## src/rtl/sprite_fetch_pkg.sv

```systemverilog
// Shared sprite parameters: ROM address width, sprite dimensions and sprite-select encodings.
package sprite_fetch_pkg;

    localparam int unsigned SPRITE_ADDR_WIDTH = 12;

    localparam int unsigned DINO_W   = 44;
    localparam int unsigned DINO_H   = 47;
    localparam int unsigned DUCK_W   = 59;
    localparam int unsigned DUCK_H   = 30;
    localparam int unsigned CACTUS_W = 25;
    localparam int unsigned CACTUS_H = 50;
    localparam int unsigned BIRD_W   = 46;
    localparam int unsigned BIRD_H   = 40;

    typedef enum logic [1:0] {
        SEL_DINO   = 2'b00,
        SEL_DUCK   = 2'b01,
        SEL_CACTUS = 2'b10,
        SEL_BIRD   = 2'b11
    } sprite_sel_e;

endpackage

```

## src/rtl/fetch_delay.sv

```systemverilog
// Parameterised-depth shift register with async active-high reset; aligns flags with the sprite ROM.
module fetch_delay #(
    parameter int unsigned WIDTH = 1,
    parameter int unsigned DEPTH = 3
) (
    input  logic             i_clk,
    input  logic             i_rst,
    input  logic [WIDTH-1:0] i_d,
    output logic [WIDTH-1:0] o_q
);

    logic [WIDTH-1:0] stage_q [DEPTH];

    always_ff @(posedge i_clk or posedge i_rst) begin
        if (i_rst) begin
            for (int i = 0; i < int'(DEPTH); i++) stage_q[i] <= '0;
        end else begin
            stage_q[0] <= i_d;
            for (int i = 1; i < int'(DEPTH); i++) stage_q[i] <= stage_q[i-1];
        end
    end

    assign o_q = stage_q[DEPTH-1];

endmodule

```

## src/rtl/sprite_fetch.sv

```systemverilog
// Per-pixel sprite hit test and ROM address generation for the dino and one obstacle.
// Optional debug outline output enabled by defining SPRITE_FETCH_BBOX_EN.
module sprite_fetch
    import sprite_fetch_pkg::*;
#(
    parameter int unsigned SPRITE_ADDR_WIDTH = sprite_fetch_pkg::SPRITE_ADDR_WIDTH,
    parameter int unsigned COORD_W           = 10
) (
    input  logic                         i_clk,
    input  logic                         i_rst,
    input  logic [COORD_W-1:0]           i_x,
    input  logic [COORD_W-1:0]           i_y,
    input  logic                         i_de,
    input  logic                         i_frame_start,
    input  logic [COORD_W-1:0]           i_dino_x,
    input  logic [COORD_W-1:0]           i_dino_y,
    input  logic                         i_duck,
    input  logic [COORD_W-1:0]           i_obs_x,
    input  logic [COORD_W-1:0]           i_obs_y,
    input  logic                         i_obs_en,
    input  logic                         i_obs_bird,
    output logic [1:0]                   o_sel,
    output logic [SPRITE_ADDR_WIDTH-1:0] o_addr,
    output logic                         o_hit,
    output logic                         o_de,
    output logic                         o_bbox
);

    localparam int unsigned CW1 = COORD_W + 1;
    localparam int unsigned AW  = SPRITE_ADDR_WIDTH;
`ifdef SPRITE_FETCH_BBOX_EN
    localparam int unsigned FLAG_W = 3;
`else
    localparam int unsigned FLAG_W = 2;
`endif

    logic [COORD_W-1:0] dino_x_q, dino_y_q, obs_x_q, obs_y_q;
    logic               duck_q, obs_en_q, obs_bird_q;

    logic [CW1-1:0]     dino_w, dino_h, obs_w, obs_h;
    logic               dino_hit, obs_hit;
    logic [1:0]         sel_nxt;
    logic [AW-1:0]      addr_nxt;
    logic [FLAG_W-1:0]  flags_d, flags_q;

    // Extended-width compare so boxes near the right/bottom edge never wrap.
    function automatic logic in_span(input logic [COORD_W-1:0] p, input logic [COORD_W-1:0] o,
                                     input logic [CW1-1:0] len);
        return ({1'b0, p} >= {1'b0, o}) && ({1'b0, p} < ({1'b0, o} + len));
    endfunction

    function automatic logic [AW-1:0] rel_addr(input logic [COORD_W-1:0] x, input logic [COORD_W-1:0] y,
                                               input logic [COORD_W-1:0] ox, input logic [COORD_W-1:0] oy,
                                               input logic [CW1-1:0] w);
        logic [COORD_W-1:0] dx;
        logic [COORD_W-1:0] dy;
        dx = x - ox;
        dy = y - oy;
        return AW'(AW'(dy) * AW'(w) + AW'(dx));
    endfunction

    // Shadow inputs become visible only at frame start, so a frame never tears.
    always_ff @(posedge i_clk or posedge i_rst) begin
        if (i_rst) begin
            dino_x_q   <= '0;
            dino_y_q   <= '0;
            duck_q     <= 1'b0;
            obs_x_q    <= '0;
            obs_y_q    <= '0;
            obs_en_q   <= 1'b0;
            obs_bird_q <= 1'b0;
        end else if (i_frame_start) begin
            dino_x_q   <= i_dino_x;
            dino_y_q   <= i_dino_y;
            duck_q     <= i_duck;
            obs_x_q    <= i_obs_x;
            obs_y_q    <= i_obs_y;
            obs_en_q   <= i_obs_en;
            obs_bird_q <= i_obs_bird;
        end
    end

    always_comb begin
        dino_w   = duck_q     ? CW1'(DUCK_W) : CW1'(DINO_W);
        dino_h   = duck_q     ? CW1'(DUCK_H) : CW1'(DINO_H);
        obs_w    = obs_bird_q ? CW1'(BIRD_W) : CW1'(CACTUS_W);
        obs_h    = obs_bird_q ? CW1'(BIRD_H) : CW1'(CACTUS_H);
        dino_hit = i_de && in_span(i_x, dino_x_q, dino_w) && in_span(i_y, dino_y_q, dino_h);
        obs_hit  = i_de && obs_en_q && in_span(i_x, obs_x_q, obs_w) && in_span(i_y, obs_y_q, obs_h);
        sel_nxt  = o_sel;
        addr_nxt = o_addr;
        if (dino_hit) begin
            sel_nxt  = duck_q ? SEL_DUCK : SEL_DINO;
            addr_nxt = rel_addr(i_x, i_y, dino_x_q, dino_y_q, dino_w);
        end else if (obs_hit) begin
            sel_nxt  = obs_bird_q ? SEL_BIRD : SEL_CACTUS;
            addr_nxt = rel_addr(i_x, i_y, obs_x_q, obs_y_q, obs_w);
        end
    end

    always_ff @(posedge i_clk or posedge i_rst) begin
        if (i_rst) begin
            o_sel  <= SEL_DINO;
            o_addr <= '0;
        end else begin
            o_sel  <= sel_nxt;
            o_addr <= addr_nxt;
        end
    end

`ifdef SPRITE_FETCH_BBOX_EN
    logic bbox_c;

    function automatic logic on_edge(input logic [COORD_W-1:0] p, input logic [COORD_W-1:0] o,
                                     input logic [CW1-1:0] len);
        return (p == o) || ({1'b0, p} == ({1'b0, o} + len - CW1'(1)));
    endfunction

    // Outline of every hit box, deliberately without dino/obstacle priority.
    always_comb begin
        bbox_c = (dino_hit && (on_edge(i_x, dino_x_q, dino_w) || on_edge(i_y, dino_y_q, dino_h)))
              || (obs_hit  && (on_edge(i_x, obs_x_q, obs_w)   || on_edge(i_y, obs_y_q, obs_h)));
    end

    assign flags_d = {dino_hit || obs_hit, i_de, bbox_c};
    assign o_bbox  = flags_q[0];
    assign o_de    = flags_q[1];
    assign o_hit   = flags_q[2];
`else
    assign flags_d = {dino_hit || obs_hit, i_de};
    assign o_bbox  = 1'b0;
    assign o_de    = flags_q[0];
    assign o_hit   = flags_q[1];
`endif

    fetch_delay #(
        .WIDTH (FLAG_W),
        .DEPTH (3)
    ) u_fetch_delay (
        .i_clk (i_clk),
        .i_rst (i_rst),
        .i_d   (flags_d),
        .o_q   (flags_q)
    );

endmodule

```

## config.mk

```make
export PLATFORM = sky130hd
export DESIGN_NAME = sprite_fetch
export DESIGN_NICKNAME = d
export VERILOG_FILES = /design/src/rtl/sprite_fetch_pkg.sv /design/src/rtl/fetch_delay.sv /design/src/rtl/sprite_fetch.sv
export SDC_FILE = /design/constraint.sdc
export NUM_CORES = 1
export LEC_CHECK = 0
export BUFFER_PORTS_ARGS = -buffer_cell sky130_fd_sc_hd__buf_4
export CAP_MARGIN = 20
export CORE_AREA = 2 2 185 205
export DETAILED_ROUTE_END_ITERATION = 8
export DIE_AREA = 0 0 187 207
export PLACE_DENSITY_LB_ADDON = 0.3
export SYNTH_ARGS = -nofsm -noshare
export SYNTH_HDL_FRONTEND = slang
export SYNTH_SLANG_ARGS = --single-unit
```

## constraint.sdc

```tcl
create_clock -name i_clk -period 8.9 [get_ports i_clk]
set_input_delay 0.89 -clock i_clk [delete_from_list [all_inputs] [get_ports i_clk]]
set_output_delay 0.89 -clock i_clk [all_outputs]
set_load 0.005 [all_outputs]
```

# Word-level counts from Yosys, hierarchy flattened
# Cells that the tools add are included.
# W data, S select, Z words.
[totals]
inputBits = 67
ff_bits = 63
output_inout_bits = 17
[classes]
multipliers = 2
add_sub_neg = 10
n_mux = 10
n_reduce_logical = 11
magnitude_cmp = 8
[ops]
columns = ["op", "n"]
rows = [
  ["$add A10 B6 Y11", 4],
  ["$lt A10 B11 Y1", 4],
  ["$ge A10 B10 Y1", 4],
  ["$sub A10 B10 Y10", 4],
  ["$add A12 B10 Y12", 2],
  ["$mul A10 B6 Y12", 2],
  ["$mux W12", 2],
  ["$mux W6", 2],
  ["$mux W5", 2],
  ["$logic_and A1 B1 Y1", 9],
  ["$mux W2", 2],
  ["$mux W1", 2],
  ["$reduce_bool A2 Y1", 1],
  ["$logic_or A1 B1 Y1", 1],
]

# Longest topological paths before layout
# Gate-level depths: netlist of the first run.
[logic_depth]
ltp_word = 8
depth_mapped = 26
depth_no_buf = 26

# Cells and area by module
# Synthesis of the first run repeated with hierarchy kept, for this count alone.
[unflattened]
cells_unflattened = 1008
area_unflattened_um2 = 8896.0
[by_module_without_submodules]
columns = ["module", "cells_per_inst", "area_each_um2", "seq_area_each_um2", "n_inst"]
rows = [
  ["sprite_fetch", 999, 8727.1, 1426.4, 1],
  ["fetch_delay", 9, 168.9, 150.1, 1],
]

# Worst setup path before layout of the first run
# No wires, ideal clock.
[synth_timing]
kind = "input to register"
from = "in i_y[0]"
to = "reg o_addr[11]"
t_required_ps = 8774
cell_stages = 26
path_slack_ps = 2690
setup_ps = 126
arrival_time_ps = 6084
cell_sequence = "inv_1 > ha_1 > inv_1 > fa_1 > a21o_1 > a21oi_1 > xnor2_1 > xnor2_1 > nor2_1 > ha_1 > inv_1 > fa_1 > inv_1 > fa_1 > inv_1 > fa_1 > inv_1 > ha_1 > nand3_1 > nand3_1 > o41a_1 > a21o_1 > a21oi_1 > xnor3_1 > mux2i_1 > mux2i_1"
[synth_between]
elab_chain_len = 5
[synth_rtl]
columns = ["item", "line_no", "text"]
rows = [
  ["start, declared", "sprite_fetch.sv:12", "input logic [COORD_W-1:0] i_y,"],
  ["$sub A10 B10 Y10", "sprite_fetch.sv:58", "dy = y - oy;"],
  ["$mul A10 B6 Y12", "sprite_fetch.sv:59", "return AW'(AW'(dy) * AW'(w) + AW'(dx));"],
  ["$add A12 B10 Y12", "sprite_fetch.sv:59", ""],
  ["$mux W12", "sprite_fetch.sv:95", "end else if (obs_hit) begin"],
  ["$mux W12", "sprite_fetch.sv:92", "if (dino_hit) begin"],
  ["end signal, assigned", "sprite_fetch.sv:107", "o_addr <= addr_nxt;"],
  ["end, declared", "sprite_fetch.sv:23", "output logic [SPRITE_ADDR_WIDTH-1:0] o_addr,"],
]
# Several ways; a longest one is shown, not always the timed one. The select of a mux whose other input is x is not followed.
# A chain may end at the register's enable or synchronous reset.

# Worst setup path after layout of the first run
# Same ends and word-level chain as after synthesis.

==> results of run 1 <==
## per-stage QoR
| stage | setup slack, ps | hold WS, ps | area, µm² | power (mW) |
|---|---|---|---|---|
| floorplan | 2690 | 331 | 9050 | 3.03 |
| global placement | 2150 | 332 | 10200 | 3.89 |
| detailed placement | 2080 | 336 | 10200 | 3.90 |
| CTS | 2460 | 345 | 10500 | 4.33 |
| global route | 2090 | 350 | 10500 | 4.81 |
| finish | 2440 | 340 | 10500 | 4.23 |
## final timing paths
path                                          start                  endpoint  depth (start not counted)
min                        u_fetch_delay.stage_q[4]  u_fetch_delay.stage_q[2]                          0
max in group asynchronous                     i_rst               dino_y_q[6]                          3
max                                          i_y[0]                o_addr[11]                         27
min in group asynchronous                     i_rst                  o_sel[1]                          3
max reg2reg                              obs_y_q[1]                o_addr[11]                         24
min reg2reg                u_fetch_delay.stage_q[4]  u_fetch_delay.stage_q[2]                          0
## per-layer routing
layer | part of all wire | vias to the layer above
met5 | 0 | -
met4 | 0.014 | 0
met3 | 0.015 | 15
met2 | 0.50 | 58
met1 | 0.47 | 3393
li1 | - | 3635
## kinds of logic (layout without fill, tap and decap cells)
logic type | count (synthesis) | count (layout) | share of synthesized area
buffers and inverters | 200 | 271 | 0.0853
AND/OR/NAND/NOR | 231 | 231 | 0.124
flip-flops | 63 | 63 | 0.174
XOR/XNOR | 91 | 91 | 0.0913
AO/OA/AOI/OAI | 221 | 221 | 0.158
multiplexers | 24 | 24 | 0.0274
adder cells (fa/ha/maj) | 209 | 209 | 0.339
other | 1 | 1 | 0.000414
## final cells by class
| cell class | count | area share |
|---|---|---|
| multi-input cells | 777 | 0.638 |
| flip-flops and latches | 63 | 0.150 |
| repair buffers | 85 | 0.0608 |
| inverters | 170 | 0.0608 |
| well taps | 494 | 0.0589 |
| clock buffers | 10 | 0.0228 |
| clock inverters | 6 | 0.00882 |
## cell usage in the layout (no fill, tap or decap), drive strengths merged, types with 8 or more instances in the layout
cell	instances
o21a	9
inv	171
nor3	21
a21oi	51
nand4	8
mux2i	18
nand3	14
o21ai	82
a21o	20
a211oi	10
nor2b	15
fa	60
nor2	39
nand2	89
xnor2	69
clkbuf	10
o21bai	9
nand2b	11
and2	9
dfrtp	63
buf	85
ha	149
xor2	21
## registers in the layout (all words and copies together), names as in the netlist
signal,cells
o_sel,2
u_fetch_delay.stage_q,4
o_addr,12
obs_x_q,10
obs_en_q,1
obs_bird_q,1
duck_q,1
obs_y_q,10
dino_y_q,10
u_fetch_delay.o_q,2
dino_x_q,10
## where the power goes
part / total, mW / switching [mW] / internal [mW]
clock network: 0.400 / 0.146 / 0.254
logic: 3.45 / 1.89 / 1.57
registers: 0.380 / 0.0422 / 0.337
==> Flow_metrics.wiki, run 1 <==
{| class="wikitable"
! Metric !! Value
|-
| Post-synthesis average cell area || roughly 8.7 µm²
|-
| Critical path class || in2reg
|-
| Number of distinct library cells after synthesis || 75
|-
| Peak ir drop on the vdd network || 0.000282 V
|-
| Cell total after placement || 1589
|-
| Clock Skew || 6.07 ps
|-
| Wire length after detailed routing || 24.1 mm
|-
| Worst-case clock buffer depth || 2
|-
| Maximum operating frequency || 155 MHz
|-
| Site Rows || 74
|-
| Nets@finish || roughly 1400
|-
| Vias in the first global route || roughly 7300
|-
| Initial antenna violation count || 0
|-
| Post-Synthesis Cell Area || 0.00905 mm²
|-
| Share of synthesized registers carrying an async set or reset || 1.00
|-
| Proportion of layout cells with a drive suffix above 1 || 0.122
|-
| Cell with the most instances after synthesis || inv_1
|-
| Post-synth EDFFs || 0
|-
| Period utilization || 0.726
|-
| Flip-flop cell with the highest count after synthesis || dfrtp_1
|-
| Slew Viols, Final || 0
|-
| GR Layer Usage met3 || 0.0127
|-
| Crit path max fanout || 7
|-
| Syn Nets || between 1000 and 1500
|-
| Path class of the lowest-slack min-delay path || reg2reg
|-
| Power per cell area || between 400 and 500 mW/mm²
|-
| Horizontal extent of the die || 187 µm
|-
| Vertical die dimension || 207 µm
|-
| Boundary Pins || 84
|-
| Crit path buffers/inverters || 7
|-
| Post-DP HPWL || about 20 mm
|-
| Std-Cell Core Area || around 0.037 mm²
|-
| Synth top area share || 0.206
|-
| Global-route wire length before repair || around 39 mm
|-
| Buffers inserted during post-CTS setup optimization || 0
|-
| Initial DRC count || 265
|-
| Count of final setup violators || 0
|-
| Post-CTS sizing || 0
|-
| Type of destination of the critical path || flop
|-
| CP startpoint kind || primary input
|-
| Fillers || 3970
|-
| Remaining design rule violation count || 0
|-
| Footprint of the multi-input gates || approximately 0.0067 mm²
|-
| Final Instance Count excl. Fillers || between 1500 and 2000
|-
| Minimum period implied by the final worst setup slack || 6460 ps
|-
| Arrival @ worst endpoint || ~6700 ps
|-
| Final Hold Violating Endpoints || 0
|-
| Clock transition at path regs || roughly 60 ps
|-
| Actual slew at the worst max-slew pin || 1010 ps
|-
| R2R Setup Slk || between 2000 and 3000 ps
|-
| Number of buffers created by CTS || 9
|-
| Mapped Cells || around 1000
|-
| Sequential Area || roughly 0.0016 mm²
|-
| Total Negative Setup Slacks || 0 ps
|-
| Run status || finished clean
|-
| Slowest cell on the critical path || fa_1
|-
| Post-Route Utilization || 0.286
|-
| Largest net degree at the start of global routing || 82
|-
| Static leakage power || around 5 nW
|-
| Area added between synthesis and finish || 16.1%
|-
| Starting density of the core || 0.246
|-
| Largest area contributor in the netlist || ha_1
|-
| Max-Slew Margin vs Limit || 0.329
|-
| Number of search-and-repair iterations in the first detailed-routing pass || 5
|-
| CTS hold repair buffers || 0
|-
| RSZ-0062 raised after global routing || no
|-
| Inserted Diodes || 0
|-
| Final routed wire length divided by cell count || 15.0 µm
|-
| CTS root buf || clkbuf_16
|-
| Total number of yosys warnings || 0
|-
| Via density || around 4.4
|-
| Met2 capacity usage during global routing || 0.224
|-
| Input/output buffers || between 80 and 90
|-
| Max capacitance violation total || 0
|-
| Remaining number of nets flagged by the antenna check after routing || 0
|-
| Most common cell type on the critical path || inv_1
|-
| Number of sinks driven by the clock tree || 63
|-
| Insertion delay to the later sink of the worst-skew pair || 350 ps
|-
| TritonCTS clock tree || done
|-
| Global-route met1 utilization || 0.170
|-
| Kind of cell adding the most delay to the critical path || adder cells
|-
| Slowest stage delay, CP || between 500 and 600 ps
|-
| Final RePlAce weighted congestion || between 0.7 and 0.8
|-
| Portion of the post-synthesis area used by sequential elements || 0.174
|-
| Overall overflow remaining after global route || 0
|-
| Overall die area || around 0.039 mm²
|-
| Worst EP required || just over 9000 ps
|-
| Dominant cells by area after synthesis || ha_1, dfrtp_1, fa_1
|-
| Total vias in the final route || 7101
|-
| Global router's overall resource usage || 0.129
|-
| Layer with the highest usage after global routing || met2
|-
| Maximum level of the CTS H-tree || 3
|-
| Total of flip-flops plus latches after synthesis || 63
|-
| Top post-synthesis cells by count || inv_1, ha_1, nand2_1, o21ai_0, xnor2_1
|}
No activity file was read; power rests on OpenSTA's default activity.
==> run 2, diff against run 1 <==
- clock period: 8.9 -> 6.7 ns (I/O delays scaled with it)
==> run 2 against run 1 <==
  * First-iteration DRC count increased by 0.38%
  * Register-to-register slack got worse by 2000 ps
  * Worst setup slack got worse by 1900 ps
  * Critical endpoint unchanged
  * Wire length increased by 1.3%
  * Critical path type unchanged
  * Clock power increased by 42%
  * Clock skew about the same
  * Largest power group unchanged
==> Flow_metrics.wiki, run 2 (synthesized netlist as in run 1, its figures left out) <==
{| class="wikitable"
! Metric !! Value
|-
| Overall die area || around 0.039 mm²
|-
| Buffers inserted during post-CTS setup optimization || 0
|-
| TritonCTS clock tree || done
|-
| Power per cell area || 540 mW/mm²
|-
| CTS root buf || clkbuf_16
|-
| Site Rows || between 70 and 80
|-
| Nets@finish || ~1400
|-
| Via density || 4.45
|-
| Worst EP required || around 6900 ps
|-
| Number of buffers created by CTS || 9
|-
| Period utilization || 0.920
|-
| Total Negative Setup Slacks || 0 ps
|-
| Overall overflow remaining after global route || 0
|-
| Horizontal extent of the die || ~190 µm
|-
| Smallest hold slack || about 350 ps
|-
| Initial antenna violation count || 0
|-
| Flip-flop count of the largest register, all copies and words added || 12
|-
| Slowest stage delay, CP || between 500 and 600 ps
|-
| Minimum period implied by the final worst setup slack || 6170 ps
|-
| Total vias in the final route || 7164
|-
| Number of sinks driven by the clock tree || 63
|-
| Input/output buffers || 82
|-
| Starting density of the core || 0.246
|-
| Max capacitance violation total || 0
|-
| Slew Viols, Final || 0
|-
| Boundary Pins || 84
|-
| Global router's overall resource usage || 0.131
|-
| Post-Route Utilization || 0.287
|-
| Global-route wire length before repair || 39.7 mm
|-
| Run status || finished clean
|-
| Crit path max fanout || 7
|-
| Inserted Diodes || 0
|-
| Worst Setup Slack post-DPL || roughly 140 ps
|-
| Actual slew at the worst max-slew pin || 990 ps
|-
| Top register by number of flip-flops || o_addr
|-
| R2R Setup Slk || approximately 700 ps
|-
| RSZ-0062 raised after global routing || no
|-
| Clock Skew || about 5.9 ps
|-
| Vias in the first global route || around 7400
|-
| Wire length after detailed routing || approximately 24 mm
|-
| Insertion delay to the later sink of the worst-skew pair || about 350 ps
|-
| Most common cell after layout, fill and taps aside || inv_1
|-
| Largest net degree at the start of global routing || 82
|-
| Post-DP HPWL || ~21 mm
|-
| Final RePlAce weighted congestion || around 0.8
|-
| Area added between synthesis and finish || 16.6%
|-
| Met2 capacity usage during global routing || 0.230
|-
| Arrival @ worst endpoint || 6390 ps
|-
| Final routed wire length divided by cell count || about 15 µm
|-
| Path class of the lowest-slack min-delay path || reg2reg
|-
| Clock transition at path regs || 60 ps
|-
| Global-route met1 utilization || 0.171
|-
| CP startpoint kind || primary input
|-
| Slowest cell on the critical path || fa_1
|-
| Layer with the highest usage after global routing || met2
|-
| Number of search-and-repair iterations in the first detailed-routing pass || 4
|-
| Maximum level of the CTS H-tree || 3
|-
| Std-Cell Core Area || 0.0368 mm²
|-
| Vertical die dimension || a little over 200 µm
|-
| PnR worst setup slack || ~530 ps
|-
| Cell depth of the worst hold path || 0
|-
| Final Hold Violating Endpoints || 0
|-
| Proportion of layout cells with a drive suffix above 1 || 0.126
|-
| Critical path class || in2reg
|-
| Most common cell type on the critical path || inv_1
|-
| Type of destination of the critical path || flop
|-
| Worst-case clock buffer depth || 2
|-
| Fillers || a little under 4000
|-
| GR Layer Usage met3 || 0.0107
|-
| Depth of the worst register-to-register path || 22
|-
| Count of final setup violators || 0
|-
| Remaining number of nets flagged by the antenna check after routing || 0
|-
| CTS hold repair buffers || 0
|-
| Peak ir drop on the vdd network || around 0.00042 V
|-
| Initial DRC count || 266
|-
| Static leakage power || about 5 nW
|-
| Remaining design rule violation count || 0
|-
| Max-Slew Margin vs Limit || 0.338
|-
| Maximum operating frequency || 162 MHz
|-
| Commonest non-fill, non-tap cells in the layout || inv_1, ha_1, nand2_1, buf_4, o21ai_0
|-
| Post-CTS sizing || 0
|}
-- run 2: final timing paths --
path | from | to
setup / recovery | i_y[0] | o_addr[11]
hold / removal | u_fetch_delay.stage_q[3] | u_fetch_delay.o_q[1]
setup reg to reg | obs_y_q[1] | o_addr[11]
hold reg to reg | u_fetch_delay.stage_q[3] | u_fetch_delay.o_q[1]
max in group asynchronous | i_rst | dino_y_q[8]
min in group asynchronous | i_rst | o_addr[0]
-- run 2: final cells by class --
class | instances | area (µm²) | share of cell area
clock inverter | 7 | 120 | 0.0114
multi-input combinational | 777 | 6700 | 0.635
clock buffer | 9 | 225 | 0.0214
sequential | 63 | 1580 | 0.149
inverter | 170 | 638 | 0.0605
tap | 494 | 618 | 0.0586
timing repair buffer | 89 | 668 | 0.0634
-- run 2: critical path: cells and delay by family --
family	cells	cell delay (ps)
mux	2	220
compound gates	5	1030
fa+ha+maj	7	2800
xor+xnor	3	910
buf+inv	7	510
simple gates	3	260
-- run 2: stage by stage --
step	area [µm²]	power (mW)	std cells
final	10500	5.70	1609
after global routing	10500	6.41	1609
after CTS	10500	5.81	1609
after detailed placement	10200	5.20	1593
after global placement	10200	5.16	1593
after floorplan	9050	4.03	1040
-- run 2: report_power, final --
group | switching [mW] | internal, mW | leakage [nW] | total [mW]
combinational | 2.54 | 2.09 | 4.18 | 4.63
clock | 0.205 | 0.365 | 0.166 | 0.569
sequential | 0.0565 | 0.448 | 0.771 | 0.504
-- run 2: layer usage --
metal | routed length, µm | part of all wire | up-vias
met4 | 317 | 0.013 | 0
met2 | 12400 | 0.51 | 73
met5 | 0 | 0 | -
li1 | - | - | 3629
met1 | 11300 | 0.46 | 3444
met3 | 494 | 0.020 | 18
==> run 3, diff against run 2 <==
- ABC_AREA: not set -> 1
- CORE_AREA: 2 2 185 205 -> 2 2 188 208
- DIE_AREA: 0 0 187 207 -> 0 0 190 210
==> run 3 against run 2 <==
  * Die area increased by 3.1%
  * Largest cell class unchanged
  * Non-clock buffer count decreased by 3
  * Final cell count increased by 16%
  * Synthesized cell count increased by 25%
  * Wire length increased by 9.0%
  * Sequential cell count unchanged
  * Final area increased by 2.5%
  * Register-to-register slack improved by 220 ps
  * Critical path type unchanged
  * Via count increased by 15%
==> Flow_metrics.wiki, run 3 <==
{| class="wikitable"
! Metric !! Value
|-
| Run status || finished clean
|-
| Most common cell after layout, fill and taps aside || nand2_1
|-
| Number of search-and-repair iterations in the first detailed-routing pass || 5
|-
| Critical path launch point || i_y[0]
|-
| Flip-flop count of the largest register, all copies and words added || 12
|-
| Peak ir drop on the vdd network || about 0.00035 V
|-
| Final RePlAce weighted congestion || a little under 0.9
|-
| Largest area contributor in the netlist || ha_1
|-
| Minimum period implied by the final worst setup slack || 5930 ps
|-
| Worst-case clock buffer depth || 2
|-
| Final Instance Count excl. Fillers || roughly 1900
|-
| CTS root buf || clkbuf_16
|-
| Proportion of power drawn by flip-flops and latches || 0.084
|-
| Critical path class || in2reg
|-
| Remaining number of nets flagged by the antenna check after routing || 0
|-
| Share of synthesized registers carrying an async set or reset || 1.00
|-
| Inserted Diodes || 0
|-
| Std-Cell Core Area || 0.0378 mm²
|-
| Overall overflow remaining after global route || 0
|-
| Sequential Area || approximately 0.0016 mm²
|-
| Depth of the worst register-to-register path || 27
|-
| Clock power frac || 0.093
|-
| Number of sinks driven by the clock tree || between 60 and 70
|-
| Worst Setup Slack post-DPL || between 400 and 500 ps
|-
| Total of flip-flops plus latches after synthesis || 63
|-
| Maximum operating frequency || between 150 and 200 MHz
|-
| CTS hold repair buffers || 0
|-
| Vertical die dimension || 210 µm
|-
| Initial DRC count || 451
|-
| PnR worst setup slack || around 770 ps
|-
| Remaining design rule violation count || 0
|-
| Max capacitance violation total || 0
|-
| Power per cell area || 539 mW/mm²
|-
| Nets@finish || 1645
|-
| Slowest cell on the critical path || fa_1
|-
| Overall die area || around 0.04 mm²
|-
| Post-Synthesis Cell Area || 0.00933 mm²
|-
| Number of distinct library cells after synthesis || 37
|-
| Max-Slew Margin vs Limit || 0.393
|-
| Global router's overall resource usage || 0.138
|-
| End of the worst register-to-register path || o_addr[11]
|-
| Total Negative Setup Slacks || 0 ps
|-
| Final Hold Violating Endpoints || 0
|-
| Post-CTS sizing || 0
|-
| Global-route wire length before repair || 42.9 mm
|-
| Actual slew at the worst max-slew pin || 911 ps
|-
| Maximum level of the CTS H-tree || 3
|-
| Period utilization || 0.885
|-
| Sw power || 3.17 mW
|-
| Post-synthesis average cell area || around 7.2 µm²
|-
| Area added between synthesis and finish || 15.8%
|-
| Arrival @ worst endpoint || just over 6000 ps
|-
| Type of destination of the critical path || flop
|-
| Mapped Cells || 1300
|-
| Clock Skew || 11.1 ps
|-
| Insertion delay to the later sink of the worst-skew pair || 350 ps
|-
| Worst EP required || 6950 ps
|-
| Crit path max fanout || 5
|-
| Site Rows || 75
|-
| Internal portion of total power || about 2.7 mW
|-
| CP startpoint kind || primary input
|-
| Reg-to-reg critical path startpoint || dino_y_q[0]
|-
| Slew Viols, Final || 0
|-
| Proportion of layout cells with a drive suffix above 1 || 0.0881
|-
| Syn Nets || approximately 1600
|-
| Dominant cells by area after synthesis || ha_1, dfrtp_1, fa_1
|-
| Number of buffers created by CTS || 9
|-
| Largest net degree at the start of global routing || between 80 and 90
|-
| Synth top area share || 0.200
|-
| Flip-flop cell with the highest count after synthesis || dfrtp_1
|-
| Switching power share of the total || 0.544
|-
| Post-synth EDFFs || 0
|-
| Placed cell area || about 0.010 mm²
|-
| Cell total after placement || ~1900
|-
| Clock transition at path regs || 60 ps
|-
| Total number of yosys warnings || 0
|-
| Via density || roughly 4.4
|-
| Commonest non-fill, non-tap cells in the layout || nand2_1, inv_1, ha_1, buf_4
|-
| Part of the total power dissipated in combinational logic || 0.823
|-
| Static leakage power || ~6.0 nW
|-
| Path class of the lowest-slack min-delay path || reg2reg
|-
| Power after layout || between 5 and 6 mW
|-
| Post-route cell area || 0.0108 mm²
|-
| Most common cell type on the critical path || inv_1
|-
| Vias in the first global route || about 8300
|-
| RSZ-0062 raised after global routing || no
|-
| Boundary Pins || 84
|-
| Final routed wire length divided by cell count || approximately 14 µm
|-
| Slowest stage delay, CP || 550 ps
|-
| Footprint of the multi-input gates || 0.00661 mm²
|-
| Fillers || between 4000 and 5000
|-
| Total vias in the final route || 8245
|-
| TritonCTS clock tree || done
|-
| Post-DP HPWL || 22.6 mm
|-
| Worst setup endpoint || o_addr[11]
|-
| Input/output buffers || slightly above 80
|-
| Top post-synthesis cells by count || nand2_1, inv_1, ha_1, nand3_1, o21ai_0
|-
| Portion of the post-synthesis area used by sequential elements || 0.169
|-
| Horizontal extent of the die || about 190 µm
|-
| R2R Setup Slk || just over 900 ps
|-
| Wire length after detailed routing || about 27 mm
|-
| Starting density of the core || 0.247
|-
| Cell with the most instances after synthesis || nand2_1
|-
| Initial antenna violation count || 0
|-
| Top register by number of flip-flops || o_addr
|-
| Buffers inserted during post-CTS setup optimization || 0
|-
| Count of final setup violators || 0
|}
## run 3: cell count changes after synthesis, sizes merged, moves of 18 or more
cell | previous run | this run
nand2 | 89 | 307
inv | 170 | 273
nor2 | 39 | 72
xnor2 | 69 | 14
nand3 | 14 | 75
a21oi | 51 | 69
xor2 | 21 | 45
mux2i | 18 | 0
## run 3: metal layers
layer	up-vias	GRT usage	wire [µm]
met3	20	0.0200	1070
met5	-	0	0
met4	0	0.0273	376
li1	4239	-	-
met1	3833	0.190	13200
met2	153	0.229	12000
## run 3: area by class of cell
type,instances,share of cell area
Sequential cell,63,0.146
Clock inverter,5,0.00741
Tap cell,500,0.0579
Clock buffer,11,0.0234
Timing Repair Buffer,86,0.0597
Inverter,273,0.0948
Multi-Input combinational cell,936,0.611
## run 3: worst min path at each step
stage / endpoint / cells after the start / from
2_1_floorplan: u_fetch_delay.o_q[0] / 0 / u_fetch_delay.stage_q[2]
3_3_place_gp: u_fetch_delay.stage_q[3] / 0 / u_fetch_delay.stage_q[5]
3_5_place_dp: u_fetch_delay.stage_q[3] / 0 / u_fetch_delay.stage_q[5]
4_1_cts: u_fetch_delay.o_q[1] / 0 / u_fetch_delay.stage_q[3]
5_1_grt: u_fetch_delay.o_q[1] / 0 / u_fetch_delay.stage_q[3]
6_report: u_fetch_delay.o_q[1] / 0 / u_fetch_delay.stage_q[3]
## run 3: kinds of logic after synthesis
kind of cell | after synthesis | share of synthesized area
simple gates | 488 | 0.217
xor+xnor | 59 | 0.0554
fa+ha+maj | 209 | 0.328
other cells | 1 | 0.000402
mux | 5 | 0.00603
buf+inv | 301 | 0.123
flops | 63 | 0.169
compound gates | 174 | 0.101
## run 3: per-stage QoR
step | util | hold WS, ps
finish | 0.286 | 354
global route | 0.286 | 362
floorplan | - | 331
global placement | 0.277 | 332
detailed placement | 0.277 | 336
CTS | 0.286 | 354
## run 3: power groups by stage
stage | Combinational [mW] | Sequential (mW) | Clock, mW
3_5_place_dp | 4.81 | 0.496 | 0
4_1_cts | 4.85 | 0.490 | 0.561
2_1_floorplan | 3.63 | 0.489 | 0
6_report | 4.80 | 0.490 | 0.544
3_3_place_gp | 4.80 | 0.494 | 0
5_1_grt | 5.60 | 0.498 | 0.572
## run 3: worst max-delay path, delay by kind of cell
family	cells	cell delay [ps]
AO/OA/AOI/OAI	2	330
AND/OR/NAND/NOR	11	1570
adder cells (fa/ha/maj)	7	2770
XOR/XNOR	1	160
buffers and inverters	8	680
